**src/rtl/mem_arbiter_pkg.sv**
```systemverilog
// Shared constants for the two-port memory arbiter and the rest of the rv32i slice.
// Holds the FSM encoding and the legal read-latency window.
package mem_arbiter_pkg;

    localparam int RV_XLEN     = 32;
    localparam int RV_PORT_LEN = 16;

    localparam int READ_LATENCY_MIN = 1;
    localparam int READ_LATENCY_MAX = 7;
    localparam int CNT_W            = 3;

    typedef logic [1:0] state_t;

    localparam logic [1:0] ST_IDLE   = 2'd0;
    localparam logic [1:0] ST_ACCESS = 2'd1;
    localparam logic [1:0] ST_WAIT   = 2'd2;
    localparam logic [1:0] ST_ACK    = 2'd3;

    // Out-of-range latencies are pinned to the window so the counter can never wrap.
    function automatic logic [CNT_W-1:0] wait_load(input int lat);
        int l;
        l = (lat < READ_LATENCY_MIN) ? READ_LATENCY_MIN :
            (lat > READ_LATENCY_MAX) ? READ_LATENCY_MAX : lat;
        return CNT_W'(l - 1);
    endfunction

endpackage

```
**src/rtl/mem_arbiter_if.sv**
```systemverilog
// Bundle of the two requester ports and the shared memory port.
// slave is the arbiter's view; master is the requesters/memory side.
interface mem_arbiter_if
    import mem_arbiter_pkg::*;
#(
    parameter int XLEN     = RV_XLEN,
    parameter int PORT_LEN = RV_PORT_LEN
) ();

    logic                req0_i,   req1_i;
    logic                write0_i, write1_i;
    logic [XLEN-1:0]     addr0_i,  addr1_i;
    logic [PORT_LEN-1:0] data0_i,  data1_i;
    logic [PORT_LEN-1:0] mask0_i,  mask1_i;
    logic                ack0_o,   ack1_o;
    logic [PORT_LEN-1:0] data0_o,  data1_o;
    logic                mem_read_o, mem_write_o;
    logic [XLEN-1:0]     mem_addr_o;
    logic [PORT_LEN-1:0] mem_data_o, mem_mask_o;
    logic [PORT_LEN-1:0] mem_data_i;
    logic                busy_o, grant_o;

    modport slave (
        input  req0_i, req1_i, write0_i, write1_i, addr0_i, addr1_i,
               data0_i, data1_i, mask0_i, mask1_i, mem_data_i,
        output ack0_o, ack1_o, data0_o, data1_o, mem_read_o, mem_write_o,
               mem_addr_o, mem_data_o, mem_mask_o, busy_o, grant_o
    );

    modport master (
        output req0_i, req1_i, write0_i, write1_i, addr0_i, addr1_i,
               data0_i, data1_i, mask0_i, mask1_i, mem_data_i,
        input  ack0_o, ack1_o, data0_o, data1_o, mem_read_o, mem_write_o,
               mem_addr_o, mem_data_o, mem_mask_o, busy_o, grant_o
    );

endinterface

```
**src/rtl/mem_arbiter_rr_select2.sv**
```systemverilog
// Two-way round-robin pick: a lone requester wins, on a tie the one not served last wins.
module rr_select2 (
    input  logic [1:0] req,
    input  logic       last,
    output logic       winner,
    output logic       valid
);

    assign valid  = |req;
    assign winner = (&req) ? ~last : req[1];

endmodule

```
**src/rtl/mem_arbiter.sv**
```systemverilog
// Two-requester arbiter in front of a single registered memory port.
//   state     | meaning
//   ST_IDLE   | sample requests, latch winner's fields into mem_* registers
//   ST_ACCESS | single-cycle read or write strobe
//   ST_WAIT   | count down read latency, capture mem_data_i at zero
//   ST_ACK    | register the one-cycle ack to the owner, record last grant
module mem_arbiter
    import mem_arbiter_pkg::*;
#(
    parameter int XLEN         = RV_XLEN,
    parameter int PORT_LEN     = RV_PORT_LEN,
    parameter int READ_LATENCY = 2
) (
    input  logic          clk_i,
    input  logic          reset_i,
    mem_arbiter_if.slave  bus
);

    localparam logic [CNT_W-1:0] L_WAIT_LOAD = wait_load(READ_LATENCY);

    state_t              r_state;
    logic                r_grant, r_last, r_is_write;
    logic [CNT_W-1:0]    r_cnt;
    logic                r_mem_read, r_mem_write;
    logic [XLEN-1:0]     r_mem_addr;
    logic [PORT_LEN-1:0] r_mem_data, r_mem_mask;
    logic [PORT_LEN-1:0] r_data0, r_data1;
    logic                r_ack0, r_ack1;

    logic                w_winner, w_valid;
    logic                w_sel_write;
    logic [XLEN-1:0]     w_sel_addr;
    logic [PORT_LEN-1:0] w_sel_data, w_sel_mask;

    rr_select2 u_rr (
        .req    ({bus.req1_i, bus.req0_i}),
        .last   (r_last),
        .winner (w_winner),
        .valid  (w_valid)
    );

    assign w_sel_write = w_winner ? bus.write1_i : bus.write0_i;
    assign w_sel_addr  = w_winner ? bus.addr1_i  : bus.addr0_i;
    assign w_sel_data  = w_winner ? bus.data1_i  : bus.data0_i;
    assign w_sel_mask  = w_winner ? bus.mask1_i  : bus.mask0_i;

    always_ff @(posedge clk_i or posedge reset_i) begin
        if (reset_i) begin
            r_state     <= ST_IDLE;
            r_grant     <= 1'b0;
            r_last      <= 1'b1;
            r_is_write  <= 1'b0;
            r_cnt       <= '0;
            r_mem_read  <= 1'b0;
            r_mem_write <= 1'b0;
            r_mem_addr  <= '0;
            r_mem_data  <= '0;
            r_mem_mask  <= '0;
            r_data0     <= '0;
            r_data1     <= '0;
            r_ack0      <= 1'b0;
            r_ack1      <= 1'b0;
        end else begin
            // Strobes and acks are single-cycle pulses by default.
            r_mem_read  <= 1'b0;
            r_mem_write <= 1'b0;
            r_ack0      <= 1'b0;
            r_ack1      <= 1'b0;
            case (r_state)
                ST_IDLE: begin
                    if (w_valid) begin
                        r_grant     <= w_winner;
                        r_is_write  <= w_sel_write;
                        r_mem_addr  <= w_sel_addr;
                        r_mem_data  <= w_sel_data;
                        r_mem_mask  <= w_sel_mask;
                        r_mem_write <= w_sel_write;
                        r_mem_read  <= ~w_sel_write;
                        r_state     <= ST_ACCESS;
                    end
                end
                ST_ACCESS: begin
                    if (r_is_write) begin
                        r_state <= ST_ACK;
                    end else begin
                        r_cnt   <= L_WAIT_LOAD;
                        r_state <= ST_WAIT;
                    end
                end
                ST_WAIT: begin
                    if (r_cnt == '0) begin
                        if (r_grant) r_data1 <= bus.mem_data_i;
                        else         r_data0 <= bus.mem_data_i;
                        r_state <= ST_ACK;
                    end else begin
                        r_cnt <= r_cnt - CNT_W'(1);
                    end
                end
                default: begin
                    r_ack0  <= ~r_grant;
                    r_ack1  <= r_grant;
                    r_last  <= r_grant;
                    r_state <= ST_IDLE;
                end
            endcase
        end
    end

    assign bus.ack0_o      = r_ack0;
    assign bus.ack1_o      = r_ack1;
    assign bus.data0_o     = r_data0;
    assign bus.data1_o     = r_data1;
    assign bus.mem_read_o  = r_mem_read;
    assign bus.mem_write_o = r_mem_write;
    assign bus.mem_addr_o  = r_mem_addr;
    assign bus.mem_data_o  = r_mem_data;
    assign bus.mem_mask_o  = r_mem_mask;
    assign bus.busy_o      = (r_state != ST_IDLE);
    assign bus.grant_o     = r_grant;

endmodule
```
**src/flat_wrapper.sv**
```systemverilog
// flat-port wrapper written by rule: the top's interface ports become plain ports
module mem_arbiter_flat import mem_arbiter_pkg::*;
#(
    parameter int XLEN         = RV_XLEN,
    parameter int PORT_LEN     = RV_PORT_LEN,
    parameter int READ_LATENCY = 2
)
  (clk_i, reset_i, bus_req0_i, bus_req1_i, bus_write0_i, bus_write1_i, bus_addr0_i, bus_addr1_i, bus_data0_i, bus_data1_i, bus_mask0_i, bus_mask1_i, bus_mem_data_i, bus_ack0_o, bus_ack1_o, bus_data0_o, bus_data1_o, bus_mem_read_o, bus_mem_write_o, bus_mem_addr_o, bus_mem_data_o, bus_mem_mask_o, bus_busy_o, bus_grant_o);
  mem_arbiter_if #(.XLEN(XLEN), .PORT_LEN(PORT_LEN)) bus_i ();
  input  logic clk_i;
  input  logic reset_i;
  input wire logic [$bits(bus_i.req0_i)-1:0] bus_req0_i;
  input wire logic [$bits(bus_i.req1_i)-1:0] bus_req1_i;
  input wire logic [$bits(bus_i.write0_i)-1:0] bus_write0_i;
  input wire logic [$bits(bus_i.write1_i)-1:0] bus_write1_i;
  input wire logic [$bits(bus_i.addr0_i)-1:0] bus_addr0_i;
  input wire logic [$bits(bus_i.addr1_i)-1:0] bus_addr1_i;
  input wire logic [$bits(bus_i.data0_i)-1:0] bus_data0_i;
  input wire logic [$bits(bus_i.data1_i)-1:0] bus_data1_i;
  input wire logic [$bits(bus_i.mask0_i)-1:0] bus_mask0_i;
  input wire logic [$bits(bus_i.mask1_i)-1:0] bus_mask1_i;
  input wire logic [$bits(bus_i.mem_data_i)-1:0] bus_mem_data_i;
  output wire logic [$bits(bus_i.ack0_o)-1:0] bus_ack0_o;
  output wire logic [$bits(bus_i.ack1_o)-1:0] bus_ack1_o;
  output wire logic [$bits(bus_i.data0_o)-1:0] bus_data0_o;
  output wire logic [$bits(bus_i.data1_o)-1:0] bus_data1_o;
  output wire logic [$bits(bus_i.mem_read_o)-1:0] bus_mem_read_o;
  output wire logic [$bits(bus_i.mem_write_o)-1:0] bus_mem_write_o;
  output wire logic [$bits(bus_i.mem_addr_o)-1:0] bus_mem_addr_o;
  output wire logic [$bits(bus_i.mem_data_o)-1:0] bus_mem_data_o;
  output wire logic [$bits(bus_i.mem_mask_o)-1:0] bus_mem_mask_o;
  output wire logic [$bits(bus_i.busy_o)-1:0] bus_busy_o;
  output wire logic [$bits(bus_i.grant_o)-1:0] bus_grant_o;
  assign bus_i.req0_i = bus_req0_i;
  assign bus_i.req1_i = bus_req1_i;
  assign bus_i.write0_i = bus_write0_i;
  assign bus_i.write1_i = bus_write1_i;
  assign bus_i.addr0_i = bus_addr0_i;
  assign bus_i.addr1_i = bus_addr1_i;
  assign bus_i.data0_i = bus_data0_i;
  assign bus_i.data1_i = bus_data1_i;
  assign bus_i.mask0_i = bus_mask0_i;
  assign bus_i.mask1_i = bus_mask1_i;
  assign bus_i.mem_data_i = bus_mem_data_i;
  assign bus_ack0_o = bus_i.ack0_o;
  assign bus_ack1_o = bus_i.ack1_o;
  assign bus_data0_o = bus_i.data0_o;
  assign bus_data1_o = bus_i.data1_o;
  assign bus_mem_read_o = bus_i.mem_read_o;
  assign bus_mem_write_o = bus_i.mem_write_o;
  assign bus_mem_addr_o = bus_i.mem_addr_o;
  assign bus_mem_data_o = bus_i.mem_data_o;
  assign bus_mem_mask_o = bus_i.mem_mask_o;
  assign bus_busy_o = bus_i.busy_o;
  assign bus_grant_o = bus_i.grant_o;
  mem_arbiter #(.XLEN(XLEN), .PORT_LEN(PORT_LEN), .READ_LATENCY(READ_LATENCY)) u_core (.clk_i(clk_i), .reset_i(reset_i), .bus(bus_i));
endmodule
```
**config.mk**
```make
export PLATFORM = sky130hd
export DESIGN_NAME = mem_arbiter_flat
export DESIGN_NICKNAME = d
export VERILOG_FILES = /design/src/rtl/mem_arbiter_pkg.sv /design/src/rtl/mem_arbiter_if.sv /design/src/rtl/mem_arbiter_rr_select2.sv /design/src/rtl/mem_arbiter.sv /design/src/flat_wrapper.sv
export SDC_FILE = /design/constraint.sdc
export NUM_CORES = 1
export LEC_CHECK = 0
export ABC_AREA = 1
export BUFFER_PORTS_ARGS = -buffer_cell sky130_fd_sc_hd__clkbuf_2
export CORE_MARGIN = 3
export CORE_UTILIZATION = 47
export DETAILED_ROUTE_END_ITERATION = 10
export HOLD_SLACK_MARGIN = 0.05
export PLACE_DENSITY_LB_ADDON = 0.08
export SETUP_SLACK_MARGIN = 0.05
export SYNTH_ARGS = -nofsm -noshare
export SYNTH_HDL_FRONTEND = slang
export SYNTH_SLANG_ARGS = --single-unit
```
**constraint.sdc**
```tcl
create_clock -name clk_i -period 3.6 [get_ports clk_i]
set_clock_uncertainty 0.1 [all_clocks]
set_input_delay 0.36 -clock clk_i [delete_from_list [all_inputs] [get_ports clk_i]]
set_output_delay 0.36 -clock clk_i [all_outputs]
set_load 0.02 [all_outputs]
```
==> results of run 1 <==
## power by group
part | internal (W) | switching, W
registers | 0.00182 | 0.000359
logic | 0.000946 | 0.00202
clock network | 0.000470 | 0.000450
## cells by family (layout without fill, tap and decap cells)
| family | Yosys count | count (layout) | synth area share [%] |
|---|---|---|---|
| AND/OR/NAND/NOR | 466 | 466 | 39.03 |
| buffers and inverters | 121 | 354 | 10.19 |
| flip-flops | 108 | 108 | 49.15 |
| adder cells (fa/ha/maj) | 6 | 6 | 1.365 |
| AO/OA/AOI/OAI | 3 | 3 | 0.2728 |
## metrics by stage
step | total power (W) | util (%)
6_report | 0.006071 | 62.97
5_1_grt | 0.006556 | 62.97
4_1_cts | 0.006134 | 62.97
3_5_place_dp | 0.005194 | 60.59
3_3_place_gp | 0.005115 | 60.59
2_1_floorplan | 0.004213 | -
## worst max-delay path by stage
stage / cells past startpoint / end / startpoint
3_3_place_gp: 7 / u_core.bus.mem_addr_o[28] / bus_req1_i
2_1_floorplan: 1 / u_core.bus.ack0_o / reset_i
4_1_cts: 8 / u_core.bus.mem_mask_o[12] / u_core.r_state[0]
6_report: 8 / u_core.bus.mem_data_o[5] / u_core.r_state[0]
5_1_grt: 8 / u_core.bus.mem_mask_o[14] / u_core.r_state[0]
3_5_place_dp: 7 / u_core.bus.mem_addr_o[28] / bus_req1_i
## cell type report
type	count	area [µm²]	share of cell area, %
tap	140	175.2	2.500
multi-input combinational	475	2242	32.01
clock buffer	12	236.5	3.376
clock inverter	4	27.53	0.3929
sequential	108	2704	38.60
inverter	81	306.5	4.376
timing repair buffer	257	1314	18.75
## cells in the mapped netlist
library cell	number	area share [%]
nand2_1	305	21
nand3_1	84	7.6
buf_2	22	2.0
nor2_2	1	0.11
o21ai_0	2	0.18
buf_6	9	1.8
ha_1	6	1.4
dfrtp_1	107	49
nor2_8	1	0.36
clkbuf_1	6	0.41
inv_1	78	5.3
nand2_4	2	0.41
nor2_1	6	0.41
nor2_4	2	0.41
nand3b_1	65	8.9
dfstp_2	1	0.48
a21oi_1	1	0.091
buf_4	3	0.41
inv_2	3	0.20
## sequential cells by signal, summed over array words and instances (netlist names), 2 cells and up
register and flops:
u_core.bus.data1_o 16, u_core.bus.mem_mask_o 16, u_core.bus.mem_data_o 16, u_core.r_state 2
u_core.r_cnt 3, u_core.bus.data0_o 16, u_core.bus.mem_addr_o 32
## routing by layer
metal,up-vias,track usage [%],share of wire [%]
met5,-,0,0
met4,0,9.501,2.3
met3,26,4.545,7.8
met2,240,38.88,46
met1,2458,32.81,44
li1,2616,-,-
## worst reg2reg max path, cell delays in order, from the launching register on
cell	delay, ns
dfrtp_1	0.40
inv_1	0.09
ha_1	0.24
inv_1	0.17
nor2_4	0.07
inv_2	0.55
buf_4	0.42
nand2_1	0.10
nand2_1	0.09
==> metrics.md, run 1 <==
| Metric | Value |
|---|---|
| Outcome | `complete, no violations` |
| Least-Margin Pin Slew | `0.8838 ns` |
| Port buffer count | `251` |
| Final min period | `2.274 ns` |
| Vias in the first global route | `5194` |
| RePlAce Congestion | `0.8406` |
| Area grow syn2layout | `27.34%` |
| Die area | `13040 µm²` |
| Syn_nets | `860` |
| Cell Area, Synth | `5502 µm²` |
| Worst-path maximum fanout | `43` |
| Nature of the critical path endpoint | `flip-flop` |
| Worst hold path type | `primary input to async pin` |
| Total of fill cells in the finished design | `1040` |
| Highest Clock Rate | `439.8 MHz` |
| Final Max Slew Viols | `0` |
| CP top delay family | `buffers and inverters` |
| Placed instance count | `1061` |
| Most common cell after layout, fill and taps aside | `nand2_1` |
| Worst hold margin | `0.07456 ns` |
| First-pass GRT wire length | `25.29 mm` |
| Die height | `114.2 µm` |
| Critical path's slowest cell | `inv_2` |
| Die width | `114.2 µm` |
| Grt ovf | `0` |
| Fin area | `7005 µm²` |
| Yosys warnings | `0` |
| Max VDD drop | `509.0 µV` |
| Power per cell area | `866.6 nW/µm²` |
| Ant. Diodes | `0` |
| Maximum root-to-sink buffer count | `2` |
| Global-route usage over all layers | `24.29%` |
| Max Cap Violations | `0` |
| Initial DRC Count | `485` |
| Final nets | `1088` |
| Setup Viol. Count Final | `0` |
| Synth cell types | `19` |
| Detailed Routing Iterations Pass 1 | `5` |
| Core area | `11130 µm²` |
| Reg-to-Reg Start | `u_core.r_state[0]` |
| Register clock-pin slew on the reported worst setup and hold paths | `0.07 ns` |
| Pin count of the biggest net entering global routing | `71` |
| DRC violations left | `0` |
| Num CTS Buffers | `9` |
| Worst path max stage delay | `0.55 ns` |
| Seq/Total Area, Yosys | `49.15%` |
| Final hold vios | `0` |
| Initial Utilization | `49.45%` |
| Most frequent cells in the layout | `nand2_1 (303), clkbuf_2 (251), dfrtp_1 (107)` |
| Hold_buf cts | `0` |
| Worst Path Arrival | `2.46 ns` |
| Final WS setup | `1.326 ns` |
| R2r endpoint | `u_core.bus.mem_data_o[5]` |
| Final std cells w/o fill | `1077` |
| WL/cell | `14.56 µm` |
| Drt total wl | `15.68 mm` |
| Final ANT Viol Nets | `0` |
| Vias | `5340` |
| RSZ-0062 raised after global routing | `no` |
| DP Area | `6741 µm²` |
| Share of cells above drive strength 1 | `30.20%` |
| Worst-path cell chain | `inv_1 -> ha_1 -> inv_1 -> nor2_4 -> inv_2 -> buf_4 -> nand2_1 -> nand2_1` |
| CTS root buffer | `clkbuf_16` |
| Synth Area per Inst | `7.815 µm²` |
| Avg Vias per Cell | `4.958` |
| Syn Inst Count | `704` |
| FP Rows | `38` |
| CTS tree | `yes` |
| Clk sinks | `108` |
| R2R setup slack | `1.33 ns` |
| CP bufs+invs | `4` |
| Startpoint type of the worst setup path | `flip-flop` |
| CP Data Required Time | `3.78 ns` |
| Final HPWL DP | `11.16 mm` |
| Worst slew margin | `41.08%` |
| # H-tree levels | `3` |
| Fin crit share | `63.16%` |
| Place WS | `1.351 ns` |
| WS Path Type | `flip-flop to flip-flop` |
| Setup Buffers After CTS | `0` |
| Yosys reg bits | `108` |
| Initial antenna violation count | `0` |
| Number of gates resized after CTS | `0` |
| Worst reg2reg path depth | `8` |
| P_leak | `4.230 nW` |
| Clock Latency Late Sink | `0.35 ns` |
| Post-Route Setup TNS | `0 ns` |
| Ports | `252` |
Note: power is estimated with default switching activity, not from simulation.
==> run 2: changes to the inputs <==
==> constraint.sdc (replaced) <==
create_clock -name clk_i -period 2.1 [get_ports clk_i]
set_clock_uncertainty 0.1 [all_clocks]
set_input_delay 0.21 -clock clk_i [delete_from_list [all_inputs] [get_ports clk_i]]
set_output_delay 0.21 -clock clk_i [all_outputs]
set_load 0.02 [all_outputs]
==> metrics.md, run 2 (same netlist as run 1, synthesis figures left out) <==
| Metric | Value |
|---|---|
| Outcome | `complete, no violations` |
| Worst-path maximum fanout | `35` |
| Detailed Routing Iterations Pass 1 | `5` |
| CTS tree | `yes` |
| Final ANT Viol Nets | `0` |
| Initial DRC Count | `338` |
| Pin count of the biggest net entering global routing | `109` |
| P_leak | `4.350 nW` |
| Switching power | `0.004874 W` |
| Final nets | `1108` |
| Met1 global-route usage | `31.81%` |
| RSZ-0062 raised after global routing | `no` |
| Num CTS Buffers | `9` |
| Avg Vias per Cell | `4.943` |
| Clock Latency Late Sink | `0.34 ns` |
| Sequential Power Share | `35.1%` |
| Clk sinks | `108` |
| FP Rows | `38` |
| Worst hold path type | `primary input to flip-flop` |
| Multi-input gate area in the final layout | `2242 µm²` |
| WS Path Type | `flip-flop to flip-flop` |
| RePlAce Congestion | `0.8283` |
| Place WS | `0.3644 ns` |
| Ports | `252` |
| Final Max Slew Viols | `0` |
| Number of gates resized after CTS | `0` |
| Share of cells above drive strength 1 | `29.99%` |
| Port buffer count | `251` |
| Grt ovf | `0` |
| Setup Viol. Count Final | `0` |
| Comb power frac | `48.0%` |
| Highest Clock Rate | `573.8 MHz` |
| Max reg flops | `32` |
| Die area | `13040 µm²` |
| CP top delay family | `buffers and inverters` |
| CP most frequent cell | `inv_1` |
| Initial Utilization | `49.45%` |
| Gr busiest metal | `met2` |
| CP Data Required Time | `2.28 ns` |
| Final HPWL DP | `11.18 mm` |
| Post-Route Setup TNS | `0 ns` |
| Met3 Use GR | `5.074%` |
| Vias | `5423` |
| FF+latch area | `2704 µm²` |
| Register clock-pin slew on the reported worst setup and hold paths | `0.07 ns` |
| Max Cap Violations | `0` |
| Net Sw Frac | `45.41%` |
| Worst slew margin | `62.54%` |
| Setup Buffers After CTS | `0` |
| Fin area | `7279 µm²` |
| Worst Path Arrival | `1.92 ns` |
| Maximum root-to-sink buffer count | `2` |
| Most frequent cells in the layout | `nand2_1 (303), clkbuf_2 (251), dfrtp_1 (107)` |
| Fin crit share | `82.99%` |
| Critical path's slowest cell | `dfrtp_1` |
| # H-tree levels | `3` |
| Final hold vios | `0` |
| Most common cell after layout, fill and taps aside | `nand2_1` |
| Final min period | `1.743 ns` |
| Die height | `114.2 µm` |
| Max VDD drop | `838.0 µV` |
| WL/cell | `14.35 µm` |
| Final Power | `0.01073 W` |
| Power per cell area | `1474 nW/µm²` |
| Int Power | `0.005859 W` |
| Worst path max stage delay | `0.41 ns` |
| Drt total wl | `15.74 mm` |
| Nature of the critical path endpoint | `flip-flop` |
| Die width | `114.2 µm` |
| DRC violations left | `0` |
| CP bufs+invs | `4` |
| CTS root buffer | `clkbuf_16` |
| Core area | `11130 µm²` |
| Area grow syn2layout | `32.32%` |
| Startpoint type of the worst setup path | `flip-flop` |
| Ant. Diodes | `0` |
| Least-Margin Pin Slew | `0.5619 ns` |
| Worst-path cell chain | `inv_1 -> ha_1 -> inv_1 -> nor2_4 -> buf_4 -> nand3_1 -> inv_1` |
| DP Area | `6790 µm²` |
| First-pass GRT wire length | `25.06 mm` |
| Met2 global-route usage | `40.36%` |
| Fraction of power consumed by the clock network | `16.9%` |
| Vias in the first global route | `5063` |
| Global-route usage over all layers | `23.89%` |
| Total of fill cells in the finished design | `984` |
| Final WS setup | `0.3573 ns` |
| Initial antenna violation count | `0` |
-- run 2: stage by stage --
stage          utilization (%)  cells  hold WS, ns
2_1_floorplan                -    704       0.2196
3_3_place_gp             61.03   1064       0.3197
3_5_place_dp             61.03   1064       0.3203
4_1_cts                  65.43   1097      0.05217
5_1_grt                  65.43   1097      0.07079
6_report                 65.43   1097      0.05888
-- run 2: path summary, 6_finish.rpt --
check,start,to,slack [ns],cells after the start
max in group asynchronous,reset_i,u_core.bus.mem_addr_o[20],0.99,4
max,u_core.r_state[0],u_core.bus.mem_write_o,0.36,7
min in group asynchronous,reset_i,u_core.bus.mem_mask_o[6],0.47,4
max reg2reg,u_core.r_state[0],u_core.bus.mem_write_o,0.36,7
min,bus_mask0_i[1],u_core.bus.mem_mask_o[1],0.06,5
min reg2reg,u_core.r_last,u_core.r_last,0.37,2
-- run 2: timing repair --
item,4_1_cts,5_1_grt
setup endpoints to repair,0,0
hold buffers,17,0
endpoints found under the hold margin,139,0
-- run 2: metal layers --
| metal | share of wire [%] | wire length, µm |
|---|---|---|
| met5 | 0 | 0 |
| met4 | 0.78 | 123 |
| met3 | 8.7 | 1377 |
| met2 | 48 | 7594 |
| met1 | 42 | 6650 |
-- run 2: final cells by class --
type	instances	share of cell area, %
Clock buffer	11	3.197
Clock inverter	5	1.186
Inverter	81	4.228
Multi-Input combinational cell	475	30.80
Sequential cell	108	37.14
Tap cell	140	2.406
Timing Repair Buffer	277	21.04
-- run 2: power by group through the flow --
stage / logic, W / registers (W) / clock network, W
floorplan: 0.00236 / 0.00486 / 0
global placement: 0.00505 / 0.00376 / 0
CTS: 0.00523 / 0.00376 / 0.00185
finish: 0.00515 / 0.00377 / 0.00181
global route: 0.00570 / 0.00388 / 0.00194
detailed placement: 0.00519 / 0.00377 / 0
-- run 2: worst min-delay path: stages --
cell and delay [ns]:
clkbuf_2 0.08, inv_1 0.04, nand2_1 0.04, nand3_1 0.06, nand2_1 0.04
